$ cat src/rtl/posit_defines_pkg.sv
// rtl/posit_defines_pkg.sv - shared constants and field record for the posit-to-float path
// Purpose: posit geometry (NBITS, ES), scale/fraction widths, special encodings,
//          and the posit_fields record carried from the field stage to the pack stage.
// Ports:   none (package)
package posit_defines;

  localparam int NBITS   = 32;
  localparam int ES      = 2;
  localparam int SCALE_W = 9;
  localparam int FRAC_W  = 27;
  localparam int RUN_W   = 5;

  localparam logic [NBITS-1:0] POSIT_NAR  = 32'h8000_0000;
  localparam logic [31:0]      FLOAT_QNAN = 32'h7FC0_0000;

  typedef struct packed {
    logic                      sign;
    logic                      zero;
    logic                      nar;
    logic signed [SCALE_W-1:0] scale;
    logic [FRAC_W-1:0]         frac;
  } posit_fields;

endpackage

$ cat src/rtl/posit_regime_lzc.sv
// rtl/posit_regime_lzc.sv - leading-run counter for the posit regime field
// Purpose: counts how many leading bits of i_bits equal i_bits[30].
// Ports:
//   i_bits  in  31  magnitude bits below the sign
//   o_run   out 5   run length, 1..31
//   o_pol   out 1   polarity of the run (value of i_bits[30])
module posit_regime_lzc
  import posit_defines::*;
(
  input  logic [30:0]      i_bits,
  output logic [RUN_W-1:0] o_run,
  output logic             o_pol
);

  logic [30:0] w_x;
  logic        w_found;

  // Flip to a run of zeros so the first set bit terminates the run; bit 30
  // of w_x is always 0, so the run is never shorter than 1.
  assign w_x   = i_bits ^ {31{i_bits[30]}};
  assign o_pol = i_bits[30];

  always_comb begin
    o_run   = 5'd31;
    w_found = 1'b0;
    for (int i = 30; i >= 0; i--) begin
      if (!w_found && w_x[i]) begin
        o_run   = 5'(30 - i);
        w_found = 1'b1;
      end
    end
  end

endmodule

$ cat src/rtl/posit_to_float_stream.sv
// rtl/posit_to_float_stream.sv - three-stage streaming posit32 (es=2) to binary32 converter
// Purpose: S1 captures sign/specials/magnitude and regime run, S2 extracts scale
//          and fraction, S3 rounds to nearest-even and packs the float. All stages
//          advance together on a global stall; NaR inputs are counted.
// Ports:
//   clk, rst_n            clock, asynchronous active-low reset
//   in_valid/in_ready     input handshake, in_posit operand
//   out_valid/out_ready   output handshake, out_float result, out_nar NaR flag
//   nar_count, clr_count  saturating NaR counter and its synchronous clear
module posit_to_float_stream
  import posit_defines::*;
#(
  parameter int NBITS = 32,
  parameter int ES    = 2,
  parameter int CNT_W = 16
) (
  input  logic             clk,
  input  logic             rst_n,
  input  logic             in_valid,
  output logic             in_ready,
  input  logic [NBITS-1:0] in_posit,
  output logic             out_valid,
  input  logic             out_ready,
  output logic [31:0]      out_float,
  output logic             out_nar,
  output logic [CNT_W-1:0] nar_count,
  input  logic             clr_count
);

  logic             w_adv;
  logic             w_accept;
  logic [30:0]      w_mag;
  logic [RUN_W-1:0] w_run;
  logic             w_pol;

  logic             r_s1_valid;
  logic             r_s1_sign;
  logic             r_s1_zero;
  logic             r_s1_nar;
  logic [30:0]      r_s1_mag;
  logic [RUN_W-1:0] r_s1_run;
  logic             r_s1_pol;

  logic             r_s2_valid;
  posit_fields      r_s2_f;
  posit_fields      w_fields;
  logic [5:0]       w_amt;
  logic [8:0]       w_k;
  logic [28:0]      w_rem;

  logic             w_round_up;
  logic [23:0]      w_mant;
  logic [7:0]       w_bexp;
  logic [31:0]      w_float;

  logic             r_out_valid;
  logic [31:0]      r_out_float;
  logic             r_out_nar;
  logic [CNT_W-1:0] r_cnt;

  assign w_adv    = ~r_out_valid | out_ready;
  assign in_ready = w_adv;
  assign w_accept = in_valid & w_adv;

  // Two's-complement negation restricted to the 31 magnitude bits.
  assign w_mag = in_posit[31] ? (~in_posit[30:0] + 31'd1) : in_posit[30:0];

  posit_regime_lzc u_lzc (
    .i_bits (w_mag),
    .o_run  (w_run),
    .o_pol  (w_pol)
  );

  // S2: drop regime plus terminator (run+1 bits); a 31-bit run has no
  // terminator and the shift by 32 leaves nothing, i.e. exp=0 and frac=0.
  assign w_amt = {1'b0, r_s1_run} + 6'd1;
  assign w_rem = 29'((r_s1_mag << w_amt) >> 2);
  assign w_k   = r_s1_pol ? ({4'b0, r_s1_run} - 9'd1) : (9'd0 - {4'b0, r_s1_run});

  always_comb begin
    w_fields       = '0;
    w_fields.sign  = r_s1_sign;
    w_fields.zero  = r_s1_zero;
    w_fields.nar   = r_s1_nar;
    w_fields.scale = (w_k << ES) + 9'(w_rem[28 -: ES]);
    w_fields.frac  = w_rem[FRAC_W-1:0];
  end

  // S3: mantissa carry moves into the exponent; the biased exponent stays
  // within 7..248, so modulo-256 arithmetic is exact.
  assign w_round_up = r_s2_f.frac[3] & ((|r_s2_f.frac[2:0]) | r_s2_f.frac[4]);
  assign w_mant     = {1'b0, r_s2_f.frac[26:4]} + 24'(w_round_up);
  assign w_bexp     = 8'(r_s2_f.scale) + 8'd127 + 8'(w_mant[23]);
  assign w_float    = {r_s2_f.sign, w_bexp, w_mant[22:0]};

  always_ff @(posedge clk or negedge rst_n) begin
    if (!rst_n) begin
      r_s1_valid  <= 1'b0;
      r_s1_sign   <= 1'b0;
      r_s1_zero   <= 1'b0;
      r_s1_nar    <= 1'b0;
      r_s1_mag    <= '0;
      r_s1_run    <= '0;
      r_s1_pol    <= 1'b0;
      r_s2_valid  <= 1'b0;
      r_s2_f      <= '0;
      r_out_valid <= 1'b0;
      r_out_float <= '0;
      r_out_nar   <= 1'b0;
    end else if (w_adv) begin
      r_s1_valid  <= in_valid;
      r_s1_sign   <= in_posit[31];
      r_s1_zero   <= (in_posit == '0);
      r_s1_nar    <= (in_posit == POSIT_NAR);
      r_s1_mag    <= w_mag;
      r_s1_run    <= w_run;
      r_s1_pol    <= w_pol;
      r_s2_valid  <= r_s1_valid;
      r_s2_f      <= w_fields;
      r_out_valid <= r_s2_valid;
      r_out_nar   <= r_s2_f.nar;
      if (r_s2_f.nar) begin
        r_out_float <= FLOAT_QNAN;
      end else if (r_s2_f.zero) begin
        r_out_float <= 32'h0000_0000;
      end else begin
        r_out_float <= w_float;
      end
    end
  end

  always_ff @(posedge clk or negedge rst_n) begin
    if (!rst_n) begin
      r_cnt <= '0;
    end else if (clr_count) begin
      r_cnt <= '0;
    end else if (w_accept && (in_posit == POSIT_NAR) && (r_cnt != '1)) begin
      r_cnt <= r_cnt + 1'b1;
    end
  end

  assign out_valid = r_out_valid;
  assign out_float = r_out_float;
  assign out_nar   = r_out_nar;
  assign nar_count = r_cnt;

endmodule
$ cat config.mk
export PLATFORM = sky130hd
export DESIGN_NAME = posit_to_float_stream
export DESIGN_NICKNAME = d
export VERILOG_FILES = /design/src/rtl/posit_defines_pkg.sv /design/src/rtl/posit_regime_lzc.sv /design/src/rtl/posit_to_float_stream.sv
export SDC_FILE = /design/constraint.sdc
export NUM_CORES = 1
export LEC_CHECK = 0
export BUFFER_PORTS_ARGS = -buffer_cell sky130_fd_sc_hd__buf_4
export CORE_MARGIN = 4
export CORE_UTILIZATION = 30
export CTS_BUF_LIST = sky130_fd_sc_hd__clkbuf_2 sky130_fd_sc_hd__clkbuf_4 sky130_fd_sc_hd__clkbuf_8
export DETAILED_ROUTE_END_ITERATION = 12
export PLACE_DENSITY_LB_ADDON = 0.05
export SLEW_MARGIN = 5
export SYNTH_ARGS = -nofsm -noshare
export SYNTH_HDL_FRONTEND = slang
export SYNTH_SLANG_ARGS = --single-unit
export TNS_END_PERCENT = 1
$ cat constraint.sdc
create_clock -name clk -period 3.76 [get_ports clk]
set_input_delay 0.376 -clock clk [delete_from_list [all_inputs] [get_ports clk]]
set_output_delay 0.376 -clock clk [all_outputs]
set_load 0.005 [all_outputs]
==> flow_summary.json <==
{
  "finalMaxSlewViolations": 0,
  "ys_async_sr_fraction_pct": 100,
  "worst_setup_hold_path_clk_slew_ps": 90,
  "postSynthRegisterBits": 129,
  "totalPowerFinal_mw": 7.02,
  "dp_cells": 1550,
  "final_layout_size_suffix_gt1_share_pct": 20.7,
  "achievable_frequency_mhz": 282,
  "die-height_um": 178,
  "detail_route.drc_violations": 0,
  "skew_ps": 22.6,
  "starting_utilization_of_the_core_area_pct": 30.4,
  "antennaDiodeCount": 0,
  "synth_top_area_share_pct": 37.1,
  "drv_cap": 0,
  "synth_top_area_cell": "sky130_fd_sc_hd__dfrtp_1",
  "antenna_found_initial": 0,
  "critPathCaptureType": "register",
  "finalHoldViolCount": 4,
  "number_of_global_route_vias_before_repair": 7847,
  "ir_drop_mv": 0.218,
  "gp_congestion": 0.844,
  "cp_data_arrival_time_ps": 3880,
  "reg2reg_setup_slack_ps": 750,
  "critPathLaunch": "in_posit[0]",
  "final_antenna_net_count": 0,
  "vias": 7994,
  "cts_root_buffer": "sky130_fd_sc_hd__clkbuf_8",
  "number_of_cells_in_the_finished_layout_apart_from_fillers": 1582,
  "finalCriticalPeriod_ps": 3540,
  "yosys_most_used_dff": "sky130_fd_sc_hd__dfrtp_1",
  "synthesis.yosys.warnings": 0,
  "actual_slew_at_the_worst_max_slew_pin_ps": 1080,
  "synth_top_cells_by_area": "sky130_fd_sc_hd__dfrtp_1, sky130_fd_sc_hd__nor2_1, sky130_fd_sc_hd__nand2_1, sky130_fd_sc_hd__o21ai_0, sky130_fd_sc_hd__xor2_1",
  "htree_num_levels": 4,
  "worstHoldPathType": "in2async",
  "synth.yosys.seq_area_share_pct": 37.1,
  "synth_enable_flop_cells": 0,
  "worst_setup_path_class": "in2reg",
  "total_track_usage_pct": 17.4,
  "post-cts-setup-buffer-count": 0,
  "grt_pass1_wl_mm": 43.7,
  "critical_path.reg2reg.startpoint": "r_s1_run[0]$_DFFE_PN0N_",
  "grt_start_max_net_pins": 87,
  "dr.pass1.iters": 5,
  "setup-violations-final": 0,
  "detail_route.iter0.violations": 510,
  "cp_max_fo": 8,
  "p_per_area_nw_per_um2": 658,
  "synthesis.instances": 1061,
  "clock_insertion_delay_worst_skew_ps": 450,
  "power.static_leakage_nw": 4.48,
  "outcome": "finished with violations",
  "finish.net_count": 1229,
  "post_drt_wl_per_cell_um": 17.1,
  "numCtsBuffers": 17,
  "finalCritPeriodShare_pct": 94.2,
  "place_hpwl_mm": 21.0,
  "setup.worst_path.start_class": "primary input",
  "post_synth.cell_area_avg_um2": 8.20,
  "floorplan.io_pins": 88,
  "post_cts_resized": 0,
  "postRouteWirelength_mm": 27.1,
  "grt_setup_unrepaired": "false",
  "numPortBuffers": 87,
  "via_per_inst": 5.05,
  "post_synth_instance_area_um2": 8700,
  "clock_tree_from_tritoncts": "built",
  "std_cell_rows": 62,
  "dieWidth_um": 178,
  "fp.dieArea_um2": 31800,
  "critical_path_required_ps": 4100,
  "sum_of_overflow_across_all_layers_after_global_routing": 0,
  "holdBufCountCts": 0,
  "clock_sinks": 129,
  "max_slew_margin_pct": 27.7,
  "core_region_area_um2": 28600,
  "failing_checks": "negative hold slack",
  "yosysUniqueCellTypes": 75,
  "syn_nets": 1105,
  "area.growth.synth_to_final_pct": 22.5,
  "clock_tree.buffer_depth": 2,
  "worst_hold_slack_ps": -13.5
}
==> registers in the layout (all words and copies together) (netlist names) <==
signal,count
r_s1_valid,1
out_float,32
r_s1_sign,1
out_nar,1
nar_count,16
r_s1_zero,1
r_s1_mag,31
out_valid,1
r_s1_run,5
r_s2_f,38
r_s2_valid,1
r_s1_nar,1
==> critical path: stages <==
cell and delay (ps):
sky130_fd_sc_hd__buf_4 110, sky130_fd_sc_hd__inv_1 60, sky130_fd_sc_hd__ha_1 160, sky130_fd_sc_hd__or4b_1 500
sky130_fd_sc_hd__buf_4 200, sky130_fd_sc_hd__or4_2 650, sky130_fd_sc_hd__nor4_1 530, sky130_fd_sc_hd__buf_4 220
sky130_fd_sc_hd__nand2_1 80, sky130_fd_sc_hd__nor3_2 240, sky130_fd_sc_hd__nand4_1 130, sky130_fd_sc_hd__buf_4 180
sky130_fd_sc_hd__nor2_1 170, sky130_fd_sc_hd__nand2_1 90, sky130_fd_sc_hd__xor2_1 130, sky130_fd_sc_hd__nor2_1 50
==> metal layers <==
layer / up-vias / GRT usage (%) / share of wire, %
li1: 4041 / - / -
met1: 3781 / 25.4 / 50
met2: 145 / 27.0 / 45
met3: 27 / 2.31 / 3.6
met4: 0 / 4.96 / 1.8
met5: - / 0 / 0
==> final timing paths <==
kind / to / cells past startpoint
max: nar_count[11]$_DFFE_PN0P_ / 16
min in group clk: r_s1_valid$_DFFE_PN0N_ / 3
max reg2reg: r_s2_f[28]$_DFFE_PN0N_ / 12
min: nar_count[11]$_DFFE_PN0P_ / 1
min reg2reg: r_s2_valid$_DFFE_PN0N_ / 2
max in group asynchronous: r_s2_f[17]$_DFFE_PN0N_ / 2
==> through the flow <==
| step | setup TNS (ps) | setup slack, ps | util, % | hold slack [ps] | cell area (um2) |
|---|---|---|---|---|---|
| 5_1_grt | 0 | 7.30 | 37.2 | 44.5 | 10700 |
| 4_1_cts | 0 | 276 | 37.2 | 8.49 | 10700 |
| 2_1_floorplan | 0 | 46.4 | - | 80.4 | 8700 |
| 3_3_place_gp | -1130 | -147 | 35.8 | 449 | 10200 |
| 6_report | 0 | 218 | 37.2 | -13.5 | 10700 |
| 3_5_place_dp | -2500 | -216 | 35.8 | 449 | 10200 |
==> layout make-up <==
class,instances,area [um2]
Multi-Input combinational cell,849,5170
Inverter,17,63.8
Timing Repair Buffer,171,1300
Sequential cell,129,3230
Tap cell,384,480
Clock inverter,14,166
Fill cell,3016,18000
Clock buffer,18,248
==> kinds of logic after synthesis <==
family          Yosys count  synth area share [%]
simple gates            459                  24.8
compound gates          253                  18.3
flops                   129                  37.1
xor+xnor                 86                  8.74
buf+inv                  83                  3.75
mux                      44                  6.31
fa+ha+maj                 7                  1.01
==> cells in the final DEF, fill, tap and decap left out, drive strengths merged, types with 10 or more instances in the layout <==
| cell type | Yosys | final |
|---|---|---|
| a21oi | 75 | 75 |
| a22o | 11 | 11 |
| and3 | 10 | 10 |
| buf | 18 | 171 |
| clkbuf | 48 | 18 |
| dfrtp | 129 | 129 |
| inv | 16 | 25 |
| mux2i | 29 | 29 |
| nand2 | 139 | 139 |
| nand3 | 48 | 48 |
| nand4 | 14 | 14 |
| nor2 | 141 | 141 |
| nor3 | 30 | 30 |
| nor4 | 10 | 10 |
| o21ai | 91 | 91 |
| o31ai | 11 | 11 |
| or3 | 19 | 19 |
| or4 | 13 | 13 |
| xnor2 | 42 | 42 |
| xor2 | 44 | 44 |
==> synth_stat cells, types with 3 or more instances <==
cell type                  instances
sky130_fd_sc_hd__mux2_2            7
sky130_fd_sc_hd__a41oi_1           3
sky130_fd_sc_hd__nand3_1          48
sky130_fd_sc_hd__and3_1           10
sky130_fd_sc_hd__mux2i_1          29
sky130_fd_sc_hd__o31ai_1           8
sky130_fd_sc_hd__xnor2_1          42
sky130_fd_sc_hd__ha_1              7
sky130_fd_sc_hd__nand2_1         138
sky130_fd_sc_hd__a21oi_1          75
sky130_fd_sc_hd__o211ai_1          9
sky130_fd_sc_hd__inv_1            15
sky130_fd_sc_hd__nor2b_1           7
sky130_fd_sc_hd__dfrtp_1         129
sky130_fd_sc_hd__a22o_1           11
sky130_fd_sc_hd__xor2_1           43
sky130_fd_sc_hd__o41ai_1           5
sky130_fd_sc_hd__or3_1            18
sky130_fd_sc_hd__o21ai_0          90
sky130_fd_sc_hd__buf_2             5
sky130_fd_sc_hd__o221ai_1          6
sky130_fd_sc_hd__o22ai_1           7
sky130_fd_sc_hd__a211oi_1          9
sky130_fd_sc_hd__buf_1            12
sky130_fd_sc_hd__nand2b_1          6
sky130_fd_sc_hd__or2_2             6
sky130_fd_sc_hd__or4_1            10
sky130_fd_sc_hd__clkbuf_1         47
sky130_fd_sc_hd__mux4_2            8
sky130_fd_sc_hd__a31oi_1           3
sky130_fd_sc_hd__and2_1            5
sky130_fd_sc_hd__o31ai_2           3
sky130_fd_sc_hd__nand4_1          13
sky130_fd_sc_hd__nor4_1            9
sky130_fd_sc_hd__nor3_1           28
sky130_fd_sc_hd__nor2_1          141
==> power breakdown <==
| group | leakage, nW | switching, mW | internal [mW] | total [mW] |
|---|---|---|---|---|
| clock network | 0.208 | 0.637 | 0.629 | 1.27 |
| registers | 1.59 | 0.457 | 1.87 | 2.32 |
| logic | 2.68 | 1.95 | 1.47 | 3.43 |
| total | 4.48 | 3.05 | 3.97 | 7.02 |
Power figures use the tool's default switching activity.
